**src/rtl/button_events_if.sv**
```systemverilog
// Event port between the button front end and the macro-sequencer.
// The master side produces button events; the slave side accepts them.
interface button_events_if;
  logic        ev_valid;
  logic        ev_ready;
  logic [4:0]  ev_btn;
  logic [15:0] ev_sw;
  logic [7:0]  ev_drop_cnt;

  modport master (
    output ev_valid,
    output ev_btn,
    output ev_sw,
    output ev_drop_cnt,
    input  ev_ready
  );

  modport slave (
    input  ev_valid,
    input  ev_btn,
    input  ev_sw,
    input  ev_drop_cnt,
    output ev_ready
  );
endinterface

```
**src/rtl/button_events.sv**
```systemverilog
// Button front end: synchronises and debounces five buttons, queues one press per
// button and hands presses out one at a time with a switch snapshot.
module button_events #(
  parameter int DEBOUNCE_CYCLES = 1600000,
  parameter int CNT_W           = 21
) (
  input  logic         clk,
  input  logic         rst,
  input  logic [4:0]   btn,
  input  logic [15:0]  sw,
  button_events_if.master ev
);

  localparam logic [CNT_W-1:0] DB_LAST = CNT_W'(DEBOUNCE_CYCLES - 1);

  // Isolates the lowest set bit, which gives the C > U > L > R > D priority.
  function automatic logic [4:0] lowest_one(input logic [4:0] v);
    lowest_one = v & (~v + 5'd1);
  endfunction

  function automatic logic [2:0] popcount5(input logic [4:0] v);
    logic [2:0] n;
    n = 3'd0;
    for (int i = 0; i < 5; i++) begin
      n = n + {2'b00, v[i]};
    end
    popcount5 = n;
  endfunction

  function automatic logic [7:0] sat_add8(input logic [7:0] a, input logic [2:0] b);
    logic [8:0] sum;
    sum = {1'b0, a} + {6'b000000, b};
    sat_add8 = sum[8] ? 8'hFF : sum[7:0];
  endfunction

  logic [4:0]       btn_meta_r;
  logic [4:0]       btn_sync_r;
  logic [15:0]      sw_meta_r;
  logic [15:0]      sw_sync_r;
  logic [CNT_W-1:0] cnt_r      [5];
  logic [CNT_W-1:0] cnt_nxt_s  [5];
  logic [4:0]       stable_r;
  logic [4:0]       stable_nxt_s;
  logic [4:0]       stable_d_r;
  logic [4:0]       pending_r;
  logic [4:0]       pending_nxt_s;
  logic [4:0]       press_s;
  logic [4:0]       sel_s;
  logic [4:0]       clear_s;
  logic [4:0]       drop_s;
  logic             loadable_s;
  logic             load_s;
  logic             ev_valid_r;
  logic [4:0]       ev_btn_r;
  logic [15:0]      ev_sw_r;
  logic [7:0]       drop_cnt_r;

  // Two-flop synchronisers for the raw buttons and switches.
  always_ff @(posedge clk) begin
    if (rst) begin
      btn_meta_r <= 5'b00000;
      btn_sync_r <= 5'b00000;
      sw_meta_r  <= 16'h0000;
      sw_sync_r  <= 16'h0000;
    end else begin
      btn_meta_r <= btn;
      btn_sync_r <= btn_meta_r;
      sw_meta_r  <= sw;
      sw_sync_r  <= sw_meta_r;
    end
  end

  // Per-button debounce: any sample matching the accepted level restarts the count.
  always_comb begin
    cnt_nxt_s    = cnt_r;
    stable_nxt_s = stable_r;
    for (int i = 0; i < 5; i++) begin
      if (btn_sync_r[i] == stable_r[i]) begin
        cnt_nxt_s[i] = {CNT_W{1'b0}};
      end else if (cnt_r[i] == DB_LAST) begin
        cnt_nxt_s[i]    = {CNT_W{1'b0}};
        stable_nxt_s[i] = ~stable_r[i];
      end else begin
        cnt_nxt_s[i] = cnt_r[i] + {{(CNT_W-1){1'b0}}, 1'b1};
      end
    end
  end

  // Debounce state registers, plus a delayed copy for press edge detection.
  always_ff @(posedge clk) begin
    if (rst) begin
      for (int i = 0; i < 5; i++) begin
        cnt_r[i] <= {CNT_W{1'b0}};
      end
      stable_r   <= 5'b00000;
      stable_d_r <= 5'b00000;
    end else begin
      for (int i = 0; i < 5; i++) begin
        cnt_r[i] <= cnt_nxt_s[i];
      end
      stable_r   <= stable_nxt_s;
      stable_d_r <= stable_r;
    end
  end

  // Pending queue update; a fresh press beats a same-cycle clear by load.
  always_comb begin
    press_s       = stable_r & ~stable_d_r;
    loadable_s    = ~ev_valid_r | ev.ev_ready;
    sel_s         = lowest_one(pending_r);
    load_s        = loadable_s & (pending_r != 5'b00000);
    if (load_s) begin
      clear_s = sel_s;
    end else begin
      clear_s = 5'b00000;
    end
    drop_s        = press_s & pending_r & ~clear_s;
    pending_nxt_s = (pending_r & ~clear_s) | press_s;
  end

  // Pending bits and the saturating overrun counter.
  always_ff @(posedge clk) begin
    if (rst) begin
      pending_r  <= 5'b00000;
      drop_cnt_r <= 8'h00;
    end else begin
      pending_r  <= pending_nxt_s;
      drop_cnt_r <= sat_add8(drop_cnt_r, popcount5(drop_s));
    end
  end

  // Output event register; holds its contents while stalled.
  always_ff @(posedge clk) begin
    if (rst) begin
      ev_valid_r <= 1'b0;
      ev_btn_r   <= 5'b00000;
      ev_sw_r    <= 16'h0000;
    end else if (loadable_s) begin
      if (load_s) begin
        ev_valid_r <= 1'b1;
        ev_btn_r   <= sel_s;
        ev_sw_r    <= sw_sync_r;
      end else begin
        ev_valid_r <= 1'b0;
      end
    end
  end

  assign ev.ev_valid    = ev_valid_r;
  assign ev.ev_btn      = ev_btn_r;
  assign ev.ev_sw       = ev_sw_r;
  assign ev.ev_drop_cnt = drop_cnt_r;

endmodule

```
**src/flat_wrapper.sv**
```systemverilog
// flat-port wrapper written by rule: the top's interface ports become plain ports
module button_events_flat 
#(
  parameter int DEBOUNCE_CYCLES = 1600000,
  parameter int CNT_W           = 21
)
  (clk, rst, btn, sw, ev_ev_valid, ev_ev_btn, ev_ev_sw, ev_ev_drop_cnt, ev_ev_ready);
  button_events_if ev_i ();
  input  logic clk;
  input  logic rst;
  input  logic [4:0] btn;
  input  logic [15:0] sw;
  output wire logic [$bits(ev_i.ev_valid)-1:0] ev_ev_valid;
  output wire logic [$bits(ev_i.ev_btn)-1:0] ev_ev_btn;
  output wire logic [$bits(ev_i.ev_sw)-1:0] ev_ev_sw;
  output wire logic [$bits(ev_i.ev_drop_cnt)-1:0] ev_ev_drop_cnt;
  input wire logic [$bits(ev_i.ev_ready)-1:0] ev_ev_ready;
  assign ev_ev_valid = ev_i.ev_valid;
  assign ev_ev_btn = ev_i.ev_btn;
  assign ev_ev_sw = ev_i.ev_sw;
  assign ev_ev_drop_cnt = ev_i.ev_drop_cnt;
  assign ev_i.ev_ready = ev_ev_ready;
  button_events #(.DEBOUNCE_CYCLES(DEBOUNCE_CYCLES), .CNT_W(CNT_W)) u_core (.clk(clk), .rst(rst), .btn(btn), .sw(sw), .ev(ev_i));
endmodule
```
**config.mk**
```make
export PLATFORM = sky130hd
export DESIGN_NAME = button_events_flat
export DESIGN_NICKNAME = d
export VERILOG_FILES = /design/src/rtl/button_events_if.sv /design/src/rtl/button_events.sv /design/src/flat_wrapper.sv
export SDC_FILE = /design/constraint.sdc
export NUM_CORES = 1
export LEC_CHECK = 0
export ABC_AREA = 1
export CAP_MARGIN = 5
export CORE_MARGIN = 5
export CORE_UTILIZATION = 64
export DETAILED_ROUTE_END_ITERATION = 8
export GPL_TIMING_DRIVEN = 0
export PLACE_DENSITY = 0.86
export SYNTH_ARGS = -nofsm -noshare
export SYNTH_HDL_FRONTEND = slang
export SYNTH_SLANG_ARGS = --single-unit
```
**constraint.sdc**
```tcl
create_clock -name clk -period 8.5 [get_ports clk]
set_input_delay 1.7 -clock clk [delete_from_list [all_inputs] [get_ports clk]]
set_output_delay 1.7 -clock clk [all_outputs]
set_load 0.03 [all_outputs]
```
### Yosys cells after proc, flatten, opt, wreduce, memory -nomap -nowiden

Index checks and enable logic that the tools add are counted.

* add/sub/neg operators: 11
* eq/ne operators: 10
* mux-type cells: 3
* bitwise operators: 22
* reductions and logical operators: 12

Operators by type and width (count)
* $add A21 B1 Y21 const B: 5
* $eq A21 B21 Y1 const B: 5
* $and A5 B5 Y5: 5
* $not A5 Y5: 3
* $reduce_or A3 Y1: 5
* $reduce_and A2 Y1: 6
* $not A1 Y1: 11
* $add A3 B1 Y3: 3
* $add A8 B3 Y9: 1
* $mux W8: 1
* $add A5 B1 Y5 const B: 1
* $eq A1 B1 Y1: 5
* $mux W5: 1
* $or A5 B5 Y5: 1
* $reduce_bool A5 Y1: 1
* $add A1 B1 Y2: 1
* $and A1 B1 Y1: 1
* $mux W1: 1
* $or A1 B1 Y1: 1

* bits in registers: 192
* input port bits: 24
* output and inout bits: 30
* word-level logic and storage cells: 78

### Depth between registers and ports, before layout

* word-level depth: 12
* depth in mapped cells: 21
* mapped depth without buffers: 21

### Least setup slack after synthesis

No wires, ideal clock.

* path type: input-to-reg
* from: input port ev_ev_ready
* to: register u_core.drop_cnt_r[7] (netlist: u_core.ev.ev_drop_cnt[7])
* library setup time: 56 ps
* data arrival time: 4966 ps
* required time: 8444 ps
* path slack: 3477 ps
* stages on the path: 20
* path buffers: 0
* path through: inv_1 > nand2_1 > nand2_1 > inv_2 > nand2_1 > nand4_1 > inv_1 > ha_1 > inv_1 > fa_1 > inv_1 > ha_1 > fa_1 > inv_1 > fa_1 > o21ai_2 > nand4_1 > nand3_1 > nand2_1 > inv_1

* word-level cells in the longest chain between the ends: 11

RTL lines
* from (decl): RTL line flat_wrapper.sv:17 `input wire logic [$bits(ev_i.ev_ready)-1:0] ev_ev_ready;`
* $or A1 B1 Y1 *: RTL line button_events.sv:109 `loadable_s = ~ev_valid_r | ev.ev_ready;`
* $and A1 B1 Y1 *: RTL line button_events.sv:111 `load_s = loadable_s & (pending_r != 5'b00000);`
* $mux W5 *: RTL line button_events.sv:112 `if (load_s) begin`
* $not A5 Y5 *: RTL line button_events.sv:117 `drop_s = press_s & pending_r & ~clear_s;`
* $and A5 B5 Y5 *: RTL line button_events.sv:117
* $add A1 B1 Y2: RTL line button_events.sv:25 `n = n + {2'b00, v[i]};`
* $add A3 B1 Y3 (2 in series): RTL line button_events.sv:25
* $add A3 B1 Y3 *: RTL line button_events.sv:25
* $add A8 B3 Y9 *: RTL line button_events.sv:32 `sum = {1'b0, a} + {6'b000000, b};`
* $mux W8 *: RTL line button_events.sv:33 `sat_add8 = sum[8] ? 8'hFF : sum[7:0];`
* to (signal assigned): RTL line button_events.sv:128 `drop_cnt_r <= sat_add8(drop_cnt_r, popcount5(drop_s));`
* to (decl): RTL line button_events.sv:56 `logic [7:0] drop_cnt_r;`

Mark *: on every way between the ends. The rest lies on a longest branch, timed or not.
A chain may end at the register's enable or synchronous reset.

### Worst setup path in the final report

Ends and elaborated chain as after synthesis.

==> flow_summary.json <==
{
  "status": "completed",
  "setup_viol": 0,
  "power.density_mw_per_mm2": 181,
  "place_hpwl_um": 12600,
  "fp-row-count": 42,
  "ctsHoldBuffers": 0,
  "overflow": 0,
  "layout_common_cells": "nor2_1, nand2_1, dfxtp_1",
  "design_power_total_mw": 1.78,
  "post_cts_resized": 0,
  "required_ns": 8.89,
  "gp_congestion": 0.929,
  "cp-start-kind": "input pin",
  "multi_input_area_mm2": 0.00392,
  "mostFrequentLayoutCell": "nor2_1",
  "syn_avg_cell_area_um2": 7.03,
  "drc": 0,
  "fin_nets": 1315,
  "io_pins": 54,
  "ys_ff_latch": 192,
  "setup-tns-final_ns": 0,
  "clock-sinks": 192,
  "n_antenna_cell": 0,
  "yosysSeqAreaShare": 0.453,
  "max_slew_margin": 0.639,
  "synth_nets": 1244,
  "cts_root_buf": "clkbuf_16",
  "nFillCells": 991,
  "synthArstFlopShare": 0,
  "fmax_mhz": 178,
  "clkTransAtPathRegs_ns": 0.08,
  "port_buffers": 52,
  "finalCritPeriodShare": 0.662,
  "synthToLayoutAreaGrowth_pct": 16.3,
  "crit_fanout": 10,
  "htree_levels": 4,
  "cts_buffer_depth": 2,
  "routed_wl_um": 17700,
  "ant_nets": 0,
  "hp-start": "u_core.sw_meta_r[12]",
  "post_cts_buffers": 0,
  "path_class": "in2reg",
  "maxCapViolations": 0,
  "fin_crit_ns": 5.62,
  "die_area_mm2": 0.0157,
  "r2r_start": "u_core.pending_r[2]",
  "antenna_found_initial": 0,
  "ys.flop_type": "dfxtp_1",
  "numCtsBuffers": 17,
  "drive_above_1_share": 0.0596,
  "maxSlewViolCount": 0,
  "grt_max_degree": 24,
  "avgRoutedWirePerCell_um": 12.1,
  "tightest_slew_ns": 0.542,
  "grt.total_usage": 0.229,
  "hold_class": "reg2reg",
  "cts_tree": "done",
  "end_kind": "flop",
  "start_util": 0.646,
  "irDropWorstVdd_uv": 154,
  "cp-startpoint": "ev_ev_ready",
  "rsz0062_at_grt": "no",
  "grt_pass1_wl_um": 30300,
  "yosysWarnings": 0,
  "synth_edf_count": 0,
  "synthCells": 1207,
  "viasPerCell": 5.06,
  "die_w_um": 125,
  "netlist_area_mm2": 0.00848,
  "drt_iter0_drc": 604,
  "num_vias": 7426,
  "final_hold_viol_count": 0,
  "leakage_nw": 3.42,
  "clkLatencyLatePin_ns": 0.44,
  "seq_area_mm2": 0.00384,
  "cp.arrival_ns": 6.02,
  "die_h_um": 125,
  "core_area_mm2": 0.0131,
  "fin_skew_ns": 0.0102,
  "dr.pass1.iters": 7,
  "ys_types": 35,
  "grt_pass1_vias": 6973
}
==> per-stage QoR <==
step	utilization	cells	instance area (um^2)	hold WS, ns	setup WS, ns
floorplan	-	1207	8480	0.388	3.48
global placement	0.702	1435	9220	0.390	2.61
detailed placement	0.702	1435	9220	0.392	2.57
CTS	0.751	1467	9860	0.400	2.92
global route	0.751	1467	9860	0.422	2.57
finish	0.751	1467	9860	0.400	2.88
==> flip-flops by register name (all words and copies together) (netlist names), 8 cells and up <==
| signal | cells |
|---|---|
| u_core.cnt_r | 105 |
| u_core.ev.ev_sw | 16 |
| u_core.sw_meta_r | 16 |
| u_core.sw_sync_r | 16 |
| u_core.ev.ev_drop_cnt | 8 |
==> synthesized netlist by cell type (9+ instances only) <==
| cell type | count | area share |
|---|---|---|
| nor2_1 | 296 | 0.13 |
| nand2_1 | 260 | 0.12 |
| dfxtp_1 | 192 | 0.45 |
| inv_1 | 150 | 0.066 |
| nand3_1 | 59 | 0.035 |
| a21oi_1 | 56 | 0.033 |
| o21ai_0 | 29 | 0.017 |
| xor2_1 | 24 | 0.025 |
| nand4_1 | 19 | 0.014 |
| xnor2_1 | 18 | 0.019 |
| nor3_1 | 17 | 0.010 |
| ha_1 | 10 | 0.015 |
| nand3b_1 | 9 | 0.0080 |
==> final cells by class <==
class	instances	share of cell area
plain buffers	22	0.0145
clock buffers	17	0.0431
clock inverters	15	0.0217
inverters	153	0.0582
multi-input cells	840	0.398
flip-flops and latches	192	0.390
well taps	176	0.0223
repair buffers	52	0.0528
==> worst paths after layout <==
| path | to | slack, ns | cells past startpoint |
|---|---|---|---|
| hold / removal | u_core.sw_sync_r[12] | 0.40 | 2 |
| setup / recovery | u_core.ev.ev_drop_cnt[7] | 2.88 | 21 |
| hold reg to reg | u_core.sw_sync_r[12] | 0.40 | 2 |
| setup reg to reg | u_core.ev.ev_drop_cnt[7] | 4.19 | 20 |
==> where the power goes <==
group / internal (mW) / total [mW] / switching, mW
clock: 0.413 / 0.830 / 0.417
combinational: 0.0175 / 0.0389 / 0.0214
sequential: 0.908 / 0.912 / 0.00357
==> layer usage <==
layer	track usage	vias to the layer above	routed length [um]
met2	0.398	174	8790
met5	0	-	0
li1	-	3873	-
met4	0.0931	0	438
met3	0.0431	42	685
met1	0.280	3337	7790
==> cells by family after synthesis <==
group	share of synthesized area
AOI/OAI and AO/OA	0.0587
DFF	0.453
and+or+nand+nor	0.338
adders and majority gates	0.0218
xor gates and xnor gates	0.0434
buffers and inverters	0.0845
==> worst max-delay path, stage by stage <==
cell	delay (ns)
clkdlybuf4s50_1	0.45
inv_1	0.04
nand2_1	0.16
nand2_1	0.16
inv_2	0.19
nand2_1	0.12
nand4_1	0.11
inv_1	0.07
ha_1	0.27
inv_1	0.05
fa_1	0.52
inv_1	0.05
ha_1	0.21
fa_1	0.51
inv_1	0.06
fa_1	0.44
o21ai_2	0.26
nand4_1	0.32
nand3_1	0.19
nand2_1	0.07
inv_1	0.07
Note: power is estimated with default switching activity, not from simulation.
